**config.mk**
```make
export PLATFORM = sky130hd
export DESIGN_NAME = voice_mixer_flat
export DESIGN_NICKNAME = d
export VERILOG_FILES = /design/src/rtl/voice_mixer_pkg.sv /design/src/rtl/voice_mixer_if.sv /design/src/rtl/voice_mac.sv /design/src/rtl/voice_mixer.sv /design/src/flat_wrapper.sv
export SDC_FILE = /design/constraint.sdc
export NUM_CORES = 1
export LEC_CHECK = 0
export CAP_MARGIN = 5
export CORE_MARGIN = 3
export CORE_UTILIZATION = 60
export DETAILED_ROUTE_END_ITERATION = 8
export DONT_BUFFER_PORTS = 1
export PLACE_DENSITY = 0.76
export SYNTH_ARGS = -nofsm -noshare
export SYNTH_HDL_FRONTEND = slang
export SYNTH_SLANG_ARGS = --single-unit
```
**constraint.sdc**
```tcl
create_clock -name clk_in -period 6.3 [get_ports clk_in]
set_clock_uncertainty 0.15 [all_clocks]
set_input_delay 0.63 -clock clk_in [delete_from_list [all_inputs] [get_ports clk_in]]
set_output_delay 0.63 -clock clk_in [all_outputs]
set_load 0.01 [all_outputs]
```
**src/rtl/voice_mixer_pkg.sv**
```systemverilog
// Shared audio-path types and width helpers for the voice mixer and the clipper that follows it.
package voice_mixer_pkg;

  typedef enum logic [1:0] {
    StIdle,
    StCollect,
    StFlush,
    StDone
  } mixer_state_t;

  // Mix word width that can hold num_voices worst-case products without overflow.
  function automatic int unsigned mix_width(input int unsigned num_voices,
                                            input int unsigned sample_width,
                                            input int unsigned gain_width);
    return sample_width + gain_width + $clog2(num_voices);
  endfunction

endpackage

```
**src/rtl/voice_mixer_if.sv**
```systemverilog
// Voice beat stream plus mix result bundle between the voice source and the mixer.
interface voice_mixer_if
  import voice_mixer_pkg::*;
#(
  parameter int unsigned NUM_VOICES   = 8,
  parameter int unsigned SAMPLE_WIDTH = 16,
  parameter int unsigned GAIN_WIDTH   = 8,
  parameter int unsigned WIDTH_FULL   = mix_width(NUM_VOICES, SAMPLE_WIDTH, GAIN_WIDTH)
);

  logic                         sample_tick_in;
  logic [SAMPLE_WIDTH-1:0]      voice_sample_in;
  logic [GAIN_WIDTH-1:0]        voice_gain_in;
  logic                         voice_valid_in;
  logic                         voice_ready_out;
  logic signed [WIDTH_FULL-1:0] mix_out;
  logic                         mix_valid_out;
  logic                         overrun_out;

  modport master (
    output sample_tick_in, voice_sample_in, voice_gain_in, voice_valid_in,
    input  voice_ready_out, mix_out, mix_valid_out, overrun_out
  );

  modport slave (
    input  sample_tick_in, voice_sample_in, voice_gain_in, voice_valid_in,
    output voice_ready_out, mix_out, mix_valid_out, overrun_out
  );

endinterface

```
**src/rtl/voice_mac.sv**
```systemverilog
// Two-stage multiply-accumulate: registered sample x gain product, then sign-extended accumulate.
module voice_mac #(
  parameter int unsigned SAMPLE_WIDTH = 16,
  parameter int unsigned GAIN_WIDTH   = 8,
  parameter int unsigned WIDTH_FULL   = 27
) (
  input  logic                         clk_in,
  input  logic                         rst_in,
  input  logic                         clear_in,
  input  logic                         en_in,
  input  logic [SAMPLE_WIDTH-1:0]      sample_in,
  input  logic [GAIN_WIDTH-1:0]        gain_in,
  output logic signed [WIDTH_FULL-1:0] acc_out
);

  localparam int unsigned ProdW = SAMPLE_WIDTH + GAIN_WIDTH + 1;

  logic signed [ProdW-1:0]      prod_d, prod_q;
  logic                         prod_vld_q;
  logic signed [WIDTH_FULL-1:0] acc_q;

  // Gain is unsigned, so it is zero-extended before the signed multiply.
  assign prod_d = $signed({{(GAIN_WIDTH + 1){sample_in[SAMPLE_WIDTH-1]}}, sample_in}) *
                  $signed({{(SAMPLE_WIDTH + 1){1'b0}}, gain_in});

  always_ff @(posedge clk_in) begin
    if (rst_in || clear_in) begin
      prod_q     <= '0;
      prod_vld_q <= 1'b0;
      acc_q      <= '0;
    end else begin
      if (en_in) begin
        prod_q <= prod_d;
      end
      prod_vld_q <= en_in;
      if (prod_vld_q) begin
        acc_q <= acc_q + {{(WIDTH_FULL - ProdW){prod_q[ProdW-1]}}, prod_q};
      end
    end
  end

  assign acc_out = acc_q;

endmodule

```
**src/rtl/voice_mixer.sv**
```systemverilog
// Frame-sequenced voice summer: collects NUM_VOICES sample/gain beats per tick, emits exact mix.
module voice_mixer
  import voice_mixer_pkg::*;
#(
  parameter int unsigned NUM_VOICES   = 8,
  parameter int unsigned SAMPLE_WIDTH = 16,
  parameter int unsigned GAIN_WIDTH   = 8,
  parameter int unsigned WIDTH_FULL   = mix_width(NUM_VOICES, SAMPLE_WIDTH, GAIN_WIDTH)
) (
  input logic          clk_in,
  input logic          rst_in,
  voice_mixer_if.slave bus
);

  localparam int unsigned    CntW     = $clog2(NUM_VOICES);
  localparam logic [CntW-1:0] LastBeat = CntW'(NUM_VOICES - 1);

  mixer_state_t                 state_d, state_q;
  logic [CntW-1:0]              cnt_d, cnt_q;
  logic                         ready_d, ready_q;
  logic                         flush_d, flush_q;
  logic signed [WIDTH_FULL-1:0] mix_d, mix_q;
  logic                         mix_valid_d, mix_valid_q;
  logic                         overrun_d, overrun_q;
  logic signed [WIDTH_FULL-1:0] acc;
  logic                         accept, last_beat, frame_start;

  assign accept      = bus.voice_valid_in && ready_q;
  assign last_beat   = accept && (cnt_q == LastBeat);
  assign frame_start = bus.sample_tick_in && (state_q == StIdle);

  always_comb begin
    state_d     = state_q;
    cnt_d       = cnt_q;
    flush_d     = flush_q;
    mix_d       = mix_q;
    mix_valid_d = 1'b0;
    ready_d     = 1'b0;
    overrun_d   = bus.sample_tick_in && (state_q != StIdle);
    unique case (state_q)
      StIdle: begin
        if (bus.sample_tick_in) begin
          cnt_d   = '0;
          state_d = StCollect;
        end
      end
      StCollect: begin
        // Ready is registered: it rises one cycle into COLLECT and falls right after the last beat.
        ready_d = !last_beat;
        if (accept) begin
          cnt_d = cnt_q + 1'b1;
        end
        if (last_beat) begin
          flush_d = 1'b0;
          state_d = StFlush;
        end
      end
      StFlush: begin
        // Two cycles lets the final product pass both MAC stages.
        flush_d = 1'b1;
        if (flush_q) begin
          state_d = StDone;
        end
      end
      StDone: begin
        mix_d       = acc;
        mix_valid_d = 1'b1;
        state_d     = StIdle;
      end
      default: state_d = StIdle;
    endcase
  end

  always_ff @(posedge clk_in) begin
    if (rst_in) begin
      state_q     <= StIdle;
      cnt_q       <= '0;
      ready_q     <= 1'b0;
      flush_q     <= 1'b0;
      mix_q       <= '0;
      mix_valid_q <= 1'b0;
      overrun_q   <= 1'b0;
    end else begin
      state_q     <= state_d;
      cnt_q       <= cnt_d;
      ready_q     <= ready_d;
      flush_q     <= flush_d;
      mix_q       <= mix_d;
      mix_valid_q <= mix_valid_d;
      overrun_q   <= overrun_d;
    end
  end

  voice_mac #(
    .SAMPLE_WIDTH(SAMPLE_WIDTH),
    .GAIN_WIDTH  (GAIN_WIDTH),
    .WIDTH_FULL  (WIDTH_FULL)
  ) u_mac (
    .clk_in   (clk_in),
    .rst_in   (rst_in),
    .clear_in (frame_start),
    .en_in    (accept),
    .sample_in(bus.voice_sample_in),
    .gain_in  (bus.voice_gain_in),
    .acc_out  (acc)
  );

  assign bus.voice_ready_out = ready_q;
  assign bus.mix_out         = mix_q;
  assign bus.mix_valid_out   = mix_valid_q;
  assign bus.overrun_out     = overrun_q;

endmodule

```
**src/flat_wrapper.sv**
```systemverilog
// flat-port wrapper written by rule: the top's interface ports become plain ports
module voice_mixer_flat import voice_mixer_pkg::*;
#(
  parameter int unsigned NUM_VOICES   = 8,
  parameter int unsigned SAMPLE_WIDTH = 16,
  parameter int unsigned GAIN_WIDTH   = 8,
  parameter int unsigned WIDTH_FULL   = mix_width(NUM_VOICES, SAMPLE_WIDTH, GAIN_WIDTH)
)
  (clk_in, rst_in, bus_sample_tick_in, bus_voice_sample_in, bus_voice_gain_in, bus_voice_valid_in, bus_voice_ready_out, bus_mix_out, bus_mix_valid_out, bus_overrun_out);
  voice_mixer_if #(.NUM_VOICES(NUM_VOICES), .SAMPLE_WIDTH(SAMPLE_WIDTH), .GAIN_WIDTH(GAIN_WIDTH), .WIDTH_FULL(WIDTH_FULL)) bus_i ();
  input logic clk_in;
  input logic rst_in;
  input wire logic [$bits(bus_i.sample_tick_in)-1:0] bus_sample_tick_in;
  input wire logic [$bits(bus_i.voice_sample_in)-1:0] bus_voice_sample_in;
  input wire logic [$bits(bus_i.voice_gain_in)-1:0] bus_voice_gain_in;
  input wire logic [$bits(bus_i.voice_valid_in)-1:0] bus_voice_valid_in;
  output wire logic [$bits(bus_i.voice_ready_out)-1:0] bus_voice_ready_out;
  output wire logic [$bits(bus_i.mix_out)-1:0] bus_mix_out;
  output wire logic [$bits(bus_i.mix_valid_out)-1:0] bus_mix_valid_out;
  output wire logic [$bits(bus_i.overrun_out)-1:0] bus_overrun_out;
  assign bus_i.sample_tick_in = bus_sample_tick_in;
  assign bus_i.voice_sample_in = bus_voice_sample_in;
  assign bus_i.voice_gain_in = bus_voice_gain_in;
  assign bus_i.voice_valid_in = bus_voice_valid_in;
  assign bus_voice_ready_out = bus_i.voice_ready_out;
  assign bus_mix_out = bus_i.mix_out;
  assign bus_mix_valid_out = bus_i.mix_valid_out;
  assign bus_overrun_out = bus_i.overrun_out;
  voice_mixer #(.NUM_VOICES(NUM_VOICES), .SAMPLE_WIDTH(SAMPLE_WIDTH), .GAIN_WIDTH(GAIN_WIDTH), .WIDTH_FULL(WIDTH_FULL)) u_core (.clk_in(clk_in), .rst_in(rst_in), .bus(bus_i));
endmodule
```
==> results of run 1 <==
## per-layer routing
| metal | part of all wire | wire (um) | vias to the layer above | global-route usage |
|---|---|---|---|---|
| met4 | 0.0096 | 179 | 0 | 0.0445 |
| met1 | 0.45 | 8380 | 3396 | 0.312 |
| met3 | 0.040 | 746 | 16 | 0.0433 |
| met5 | 0 | 0 | - | 0 |
| met2 | 0.50 | 9400 | 144 | 0.431 |
| li1 | - | - | 3453 | - |
## kinds of logic after synthesis
group	count (synthesis)	share of synthesized area
AO/OA/AOI/OAI	166	0.121
adder cells (fa/ha/maj)	185	0.338
XOR/XNOR	30	0.0288
buffers and inverters	199	0.0826
flip-flops	89	0.195
AND/OR/NAND/NOR	364	0.196
multiplexers	35	0.0385
## synthesized netlist by cell type (4+ instances only)
cell        n
or3_1       4
and2_1     71
o211ai_1    5
inv_1     161
clkbuf_1   29
a211oi_1   14
xnor2_1    20
xor2_1     10
mux2i_1    34
nor2b_1     5
buf_1       7
nand4_1     5
fa_1      103
nand2_1   123
o21ai_0    27
o21a_1      8
nor3_1     20
a21o_1     16
a31oi_1     7
or4_1       6
dfxtp_1    89
nor3b_1     4
nand3_1    23
a21oi_1    57
ha_1       82
and3_1      8
nand2b_1   12
nor2_1     69
## how the worst max path moves through the flow
| stage | end | slack [ns] | start | cells after the start |
|---|---|---|---|---|
| after detailed placement | u_core.u_mac.prod_q[24] | 0.86 | bus_voice_sample_in[12] | 16 |
| after floorplan | u_core.u_mac.prod_q[24] | 0.97 | bus_voice_gain_in[5] | 18 |
| final | u_core.u_mac.prod_q[24] | 1.20 | bus_voice_sample_in[12] | 16 |
| after global routing | u_core.u_mac.prod_q[24] | 0.97 | bus_voice_sample_in[12] | 16 |
| after CTS | u_core.u_mac.prod_q[24] | 1.23 | bus_voice_sample_in[12] | 16 |
| after global placement | u_core.u_mac.prod_q[24] | 1.05 | bus_voice_sample_in[3] | 17 |
## power by group through the flow
stage	clock, mW	sequential [mW]	combinational (mW)
after detailed placement	0	0.631	1.73
after global routing	0.627	0.622	2.01
after CTS	0.605	0.618	1.75
after floorplan	0	0.621	1.42
final	0.596	0.618	1.74
after global placement	0	0.630	1.70
## registers in the layout, summed over array words and instances (netlist names)
name,cells
u_core.bus.mix_valid_out,1
u_core.state_q,2
u_core.u_mac.prod_vld_q,1
u_core.bus.mix_out,27
u_core.bus.voice_ready_out,1
u_core.u_mac.acc_out,27
u_core.flush_q,1
u_core.cnt_q,3
u_core.bus.overrun_out,1
u_core.u_mac.prod_q,25
## stage by stage
step            util  hold slack, ns  instance area [um^2]
2_1_floorplan      -           0.286                  9130
3_3_place_gp   0.630           0.298                  9260
3_5_place_dp   0.630           0.304                  9260
4_1_cts        0.652           0.186                  9590
5_1_grt        0.652           0.180                  9590
6_report       0.652           0.194                  9590
## final cells by class
| class | instances | share of cell area |
|---|---|---|
| multi-input combinational | 780 | 0.688 |
| tap | 184 | 0.0240 |
| clock inverter | 7 | 0.0112 |
| clock buffer | 9 | 0.0235 |
| timing repair buffer | 6 | 0.00470 |
| sequential | 89 | 0.186 |
| inverter | 161 | 0.0630 |
## worst reg2reg max path, stage by stage (launching register included)
cell,delay [ns]
dfxtp_1,0.37
ha_1,0.20
inv_1,0.06
fa_1,0.40
nor2b_1,0.16
o31a_1,0.23
o41ai_2,0.09
a21oi_1,0.29
a221oi_4,0.15
a31o_2,0.28
or4_1,0.52
nand3_1,0.07
## placed cells by master, fill, tap and decap left out, types with 9 or more instances in the layout
| master | netlist | routed |
|---|---|---|
| nor2_1 | 69 | 69 |
| nor3_1 | 20 | 20 |
| and2_1 | 71 | 71 |
| nand2b_1 | 12 | 12 |
| a21o_1 | 16 | 16 |
| fa_1 | 103 | 103 |
| inv_1 | 161 | 161 |
| ha_1 | 82 | 82 |
| dfxtp_1 | 89 | 89 |
| nand2_1 | 123 | 123 |
| mux2i_1 | 34 | 34 |
| nand3_1 | 23 | 23 |
| xor2_1 | 10 | 10 |
| a21oi_1 | 57 | 57 |
| xnor2_1 | 20 | 20 |
| o21ai_0 | 27 | 27 |
| a211oi_1 | 14 | 14 |
| clkbuf_16 | 0 | 9 |
==> impl_metrics.ini, run 1 <==
[power]
total_power_mw = 2.95
leakage_nw = 4.48
intPower_mw = 1.68
switching_power_mw = 1.27
power.share.clock = 0.202
combPwrFrac = 0.588
power_density_nw_per_um2 = 308
peakVddDrop_mv = 0.171
seqPwrFrac = 0.210
swShare = 0.429

[clock_network]
clock_sinks = 89
holdBufCountCts = 0
cts_resized = 0
numCtsBuffers = 9
clk_path_buf_depth = 2
post-cts-setup-buffers = 0
tritoncts = built
clk_latency_ns = 0.35
path_clk_slew_ns = 0.07
cts_root_buffer = clkbuf_16
htreeDepth = 3

[cells_and_area]
fin_cells = 1236
nets = 1260
multiInputGateArea_um2 = 6600
seqCellArea_um2 = 1780
layout-drive-gt1-share = 0.0333
diodes = 0
syn2layout_area_growth_pct = 5.01
nFillCells = 1253

[floorplanning]
rows = 44
die_h_um = 129
die_w_um = 129
coreArea_um2 = 14700
floorplan.initialDensity = 0.621
pin_count = 58
die-area_um2 = 16700

[global_routing]
track_usage = 0.242
grt_pass1_wl_um = 33100
grt-ovfl-total = 0
antenna_found_initial = 0
grt_max_degree = 52
grt_pass1_vias = 7000

[detailed_routing]
ant_nets = 0
dr.pass1.iters = 5
dr.first_iter.drc_count = 428
num_vias = 7009
avgRoutedWirePerCell_um = 15.1
wl_um = 18700
drcViolationCount = 0
vias_per_cell = 5.67

[critical_path]
crit_arrival_ns = 5.18
path_delay_family = adder cells
cp_max_fo = 8
path_buf_inv = 2
r2r_slack_ns = 3.27
worstReg2RegStart = u_core.u_mac.acc_out[0]
endpoint_kind = flip-flop
critical_path_class = in2reg
required_ns = 6.38
r2r-end = u_core.u_mac.acc_out[26]
cp_common_cell = fa_1
critPathLaunchType = primary input
worst_path_max_delay_cell = fa_1
critical_path.max_stage_delay_ns = 0.54
rr_worst_depth = 11
crit_chain = and2_1 -> fa_1 -> fa_1 -> fa_1 -> inv_1 -> fa_1 -> inv_1 -> ha_1 -> a21oi_1 -> o21ai_0 -> and3_1 -> a221o_1 -> o41ai_2 -> o21ai_0 -> o31a_1 -> a2111oi_1

[yosys]
yosys.area.top_type = fa_1
synth_nets = 1281
syn_area_um2 = 9130
yosys_warnings = 0
syn_avg_cell_area_um2 = 8.55
netlist.area_leader.share = 0.226
synth_edf_count = 0
synth-seq-cells = 89
async_flop_share = 0
seq_area_frac_synth = 0.195
synth_area_leaders = fa_1 23%, dfxtp_1 20%, ha_1 11%, inv_1 6.6%, nand2_1 5.1%
yosysUniqueCellTypes = 60
synth_ff_type = dfxtp_1
syn_inst = 1068

[timing]
maxSlewHeadroom = 0.392
finalSetupViolCount = 0
slew_viol_final = 0
rsz0062_at_grt = no
tightest_slew_ns = 0.912
setup-tns-final_ns = 0
fin_ws_ns = 1.20
period_share = 0.809
hold_viol = 0
clock.fmax_ghz = 0.196
layout_min_cycle_time_ns = 5.10

[placement]
gp_congestion = 0.865
numPortBuffers = 0
dp_slack_ns = 0.861
dpl.hpwl_um = 14800
dp.cells = 1220

[hold_path]
hold_path_class = in2reg
min_path_cells = 1
min_from = rst_in
hold_end = u_core.cnt_q[1]

[flow_run]
drv_cap = 0

[status]
status = complete, no violations
(Power assumes the default switching activity.)
==> run 2: changes to the inputs <==
==> constraint.sdc (replaced) <==
create_clock -name clk_in -period 5.15 [get_ports clk_in]
set_clock_uncertainty 0.15 [all_clocks]
set_input_delay 0.515 -clock clk_in [delete_from_list [all_inputs] [get_ports clk_in]]
set_output_delay 0.515 -clock clk_in [all_outputs]
set_load 0.01 [all_outputs]
==> impl_metrics.ini, run 2 (synthesis gave the netlist of run 1 again) <==
[placement]
gp_congestion = 0.896
dp_slack_ns = 0.0819
placed_area_um2 = 9300
dp.cells = 1225
dpl.hpwl_um = 14900
numPortBuffers = 0

[critical_path]
critical_path_class = in2reg
path_delay_family = adder cells
r2r_slack_ns = 2.07
crit_chain = nand2_1 -> fa_1 -> fa_1 -> inv_1 -> fa_1 -> inv_1 -> fa_1 -> inv_1 -> ha_1 -> o21ai_2 -> o2bb2ai_1 -> a31oi_1 -> a221o_1 -> o41ai_2 -> o21ai_0 -> o31a_1 -> a2111oi_1
worst_path_max_delay_cell = fa_1
required_ns = 5.24
path_buf_inv = 3
worstReg2RegStart = u_core.u_mac.acc_out[0]
crit_arrival_ns = 4.79
cp_common_cell = fa_1
rr_worst_depth = 11
cp_max_fo = 8
r2r-end = u_core.u_mac.acc_out[26]
critical_path.max_stage_delay_ns = 0.53
critPathLaunchType = primary input
endpoint_kind = flip-flop

[detailed_routing]
met3WireLength_um = 655
wl_um = 18900
highest_layer = met4
num_vias = 6986
vias_per_cell = 5.63
avgRoutedWirePerCell_um = 15.2
ant_nets = 0
routed-wl-met2_um = 9390
dr.pass1.iters = 5
wl_met1_um = 8620
drcViolationCount = 0
dr.first_iter.drc_count = 354

[power]
leakage_nw = 4.51
combPwrFrac = 0.599
total_power_mw = 3.68
swShare = 0.421
power.share.clock = 0.195
peakVddDrop_mv = 0.255
seqPwrFrac = 0.206
power_density_nw_per_um2 = 382
intPower_mw = 2.13
switching_power_mw = 1.55

[cells_and_area]
syn2layout_area_growth_pct = 5.41
nFillCells = 1244
layout-drive-gt1-share = 0.0378
final_common_cell = inv_1
nets = 1265
fin_cells = 1241
design_area_um2 = 9630
utilization = 0.655
final_cell_mix = 161 x inv_1, 123 x nand2_1, 103 x fa_1
diodes = 0

[global_routing]
track_usage = 0.240
grt_pass1_wl_um = 32900
grt_pass1_vias = 7099
grt_max_degree = 39
antenna_found_initial = 0
grt-ovfl-total = 0

[clock_network]
clk_latency_ns = 0.35
clock_sinks = 89
holdBufCountCts = 0
path_clk_slew_ns = 0.07
clk_path_buf_depth = 2
tritoncts = built
post-cts-setup-buffers = 0
cts_root_buffer = clkbuf_16
cts_resized = 0
numCtsBuffers = 9
htreeDepth = 3

[status]
status = complete, no violations

[floorplanning]
die-area_um2 = 16700
pin_count = 58
floorplan.initialDensity = 0.621
coreArea_um2 = 14700
die_h_um = 129
rows = 44
die_w_um = 129

[timing]
layout_min_cycle_time_ns = 4.70
hold_viol = 0
setup-tns-final_ns = 0
finalSetupViolCount = 0
rsz0062_at_grt = no
clock.fmax_ghz = 0.213
maxSlewHeadroom = 0.381
period_share = 0.913
fin_ws_ns = 0.449
tightest_slew_ns = 0.928
hold_ws_ns = 0.0826
slew_viol_final = 0

[hold_path]
min_from = rst_in
hold_end = u_core.bus.mix_out[18]
min_path_cells = 1
hold_path_class = in2reg

[flow_run]
drv_cap = 0
run 2: cell types whose count changed in the layout (fill, tap and decap cells not counted):
cell      delta
clkbuf_1     +1
inv_8        -2
buf_4        +5
o21ai_2      +1
clkbuf_8     +1
o21ai_1      -1
run 2: power groups by stage:
stage	clock network, mW	registers (mW)	logic, mW
floorplan	0	0.759	1.75
global placement	0	0.770	2.16
detailed placement	0	0.772	2.20
CTS	0.731	0.756	2.21
global route	0.758	0.760	2.54
finish	0.718	0.756	2.20
run 2: per-layer routing:
metal,vias up,track usage
met1,3381,0.315
met2,126,0.420
met3,17,0.0387
met4,0,0.0544
met5,-,0
li1,3462,-
run 2: final cells by class:
class | instances | area, um^2 | area share
clock buffer | 11 | 243 | 0.0252
clock inverter | 5 | 85.1 | 0.00884
inverter | 161 | 604 | 0.0628
multi-input combinational | 780 | 6600 | 0.686
sequential | 89 | 1780 | 0.185
tap | 184 | 230 | 0.0239
timing repair buffer | 11 | 82.6 | 0.00858
run 2: worst max-delay path by stage:
| stage | from | end | slack (ns) | cells after the start |
|---|---|---|---|---|
| 5_1_grt | bus_voice_sample_in[12] | u_core.u_mac.prod_q[24] | 0.20 | 16 |
| 3_5_place_dp | bus_voice_sample_in[3] | u_core.u_mac.prod_q[24] | 0.08 | 17 |
| 6_report | bus_voice_sample_in[3] | u_core.u_mac.prod_q[24] | 0.45 | 17 |
| 4_1_cts | bus_voice_sample_in[3] | u_core.u_mac.prod_q[24] | 0.45 | 17 |
| 3_3_place_gp | bus_voice_sample_in[12] | u_core.u_mac.prod_q[24] | 0.14 | 16 |
| 2_1_floorplan | bus_voice_gain_in[4] | u_core.u_mac.prod_q[24] | 0.007 | 18 |
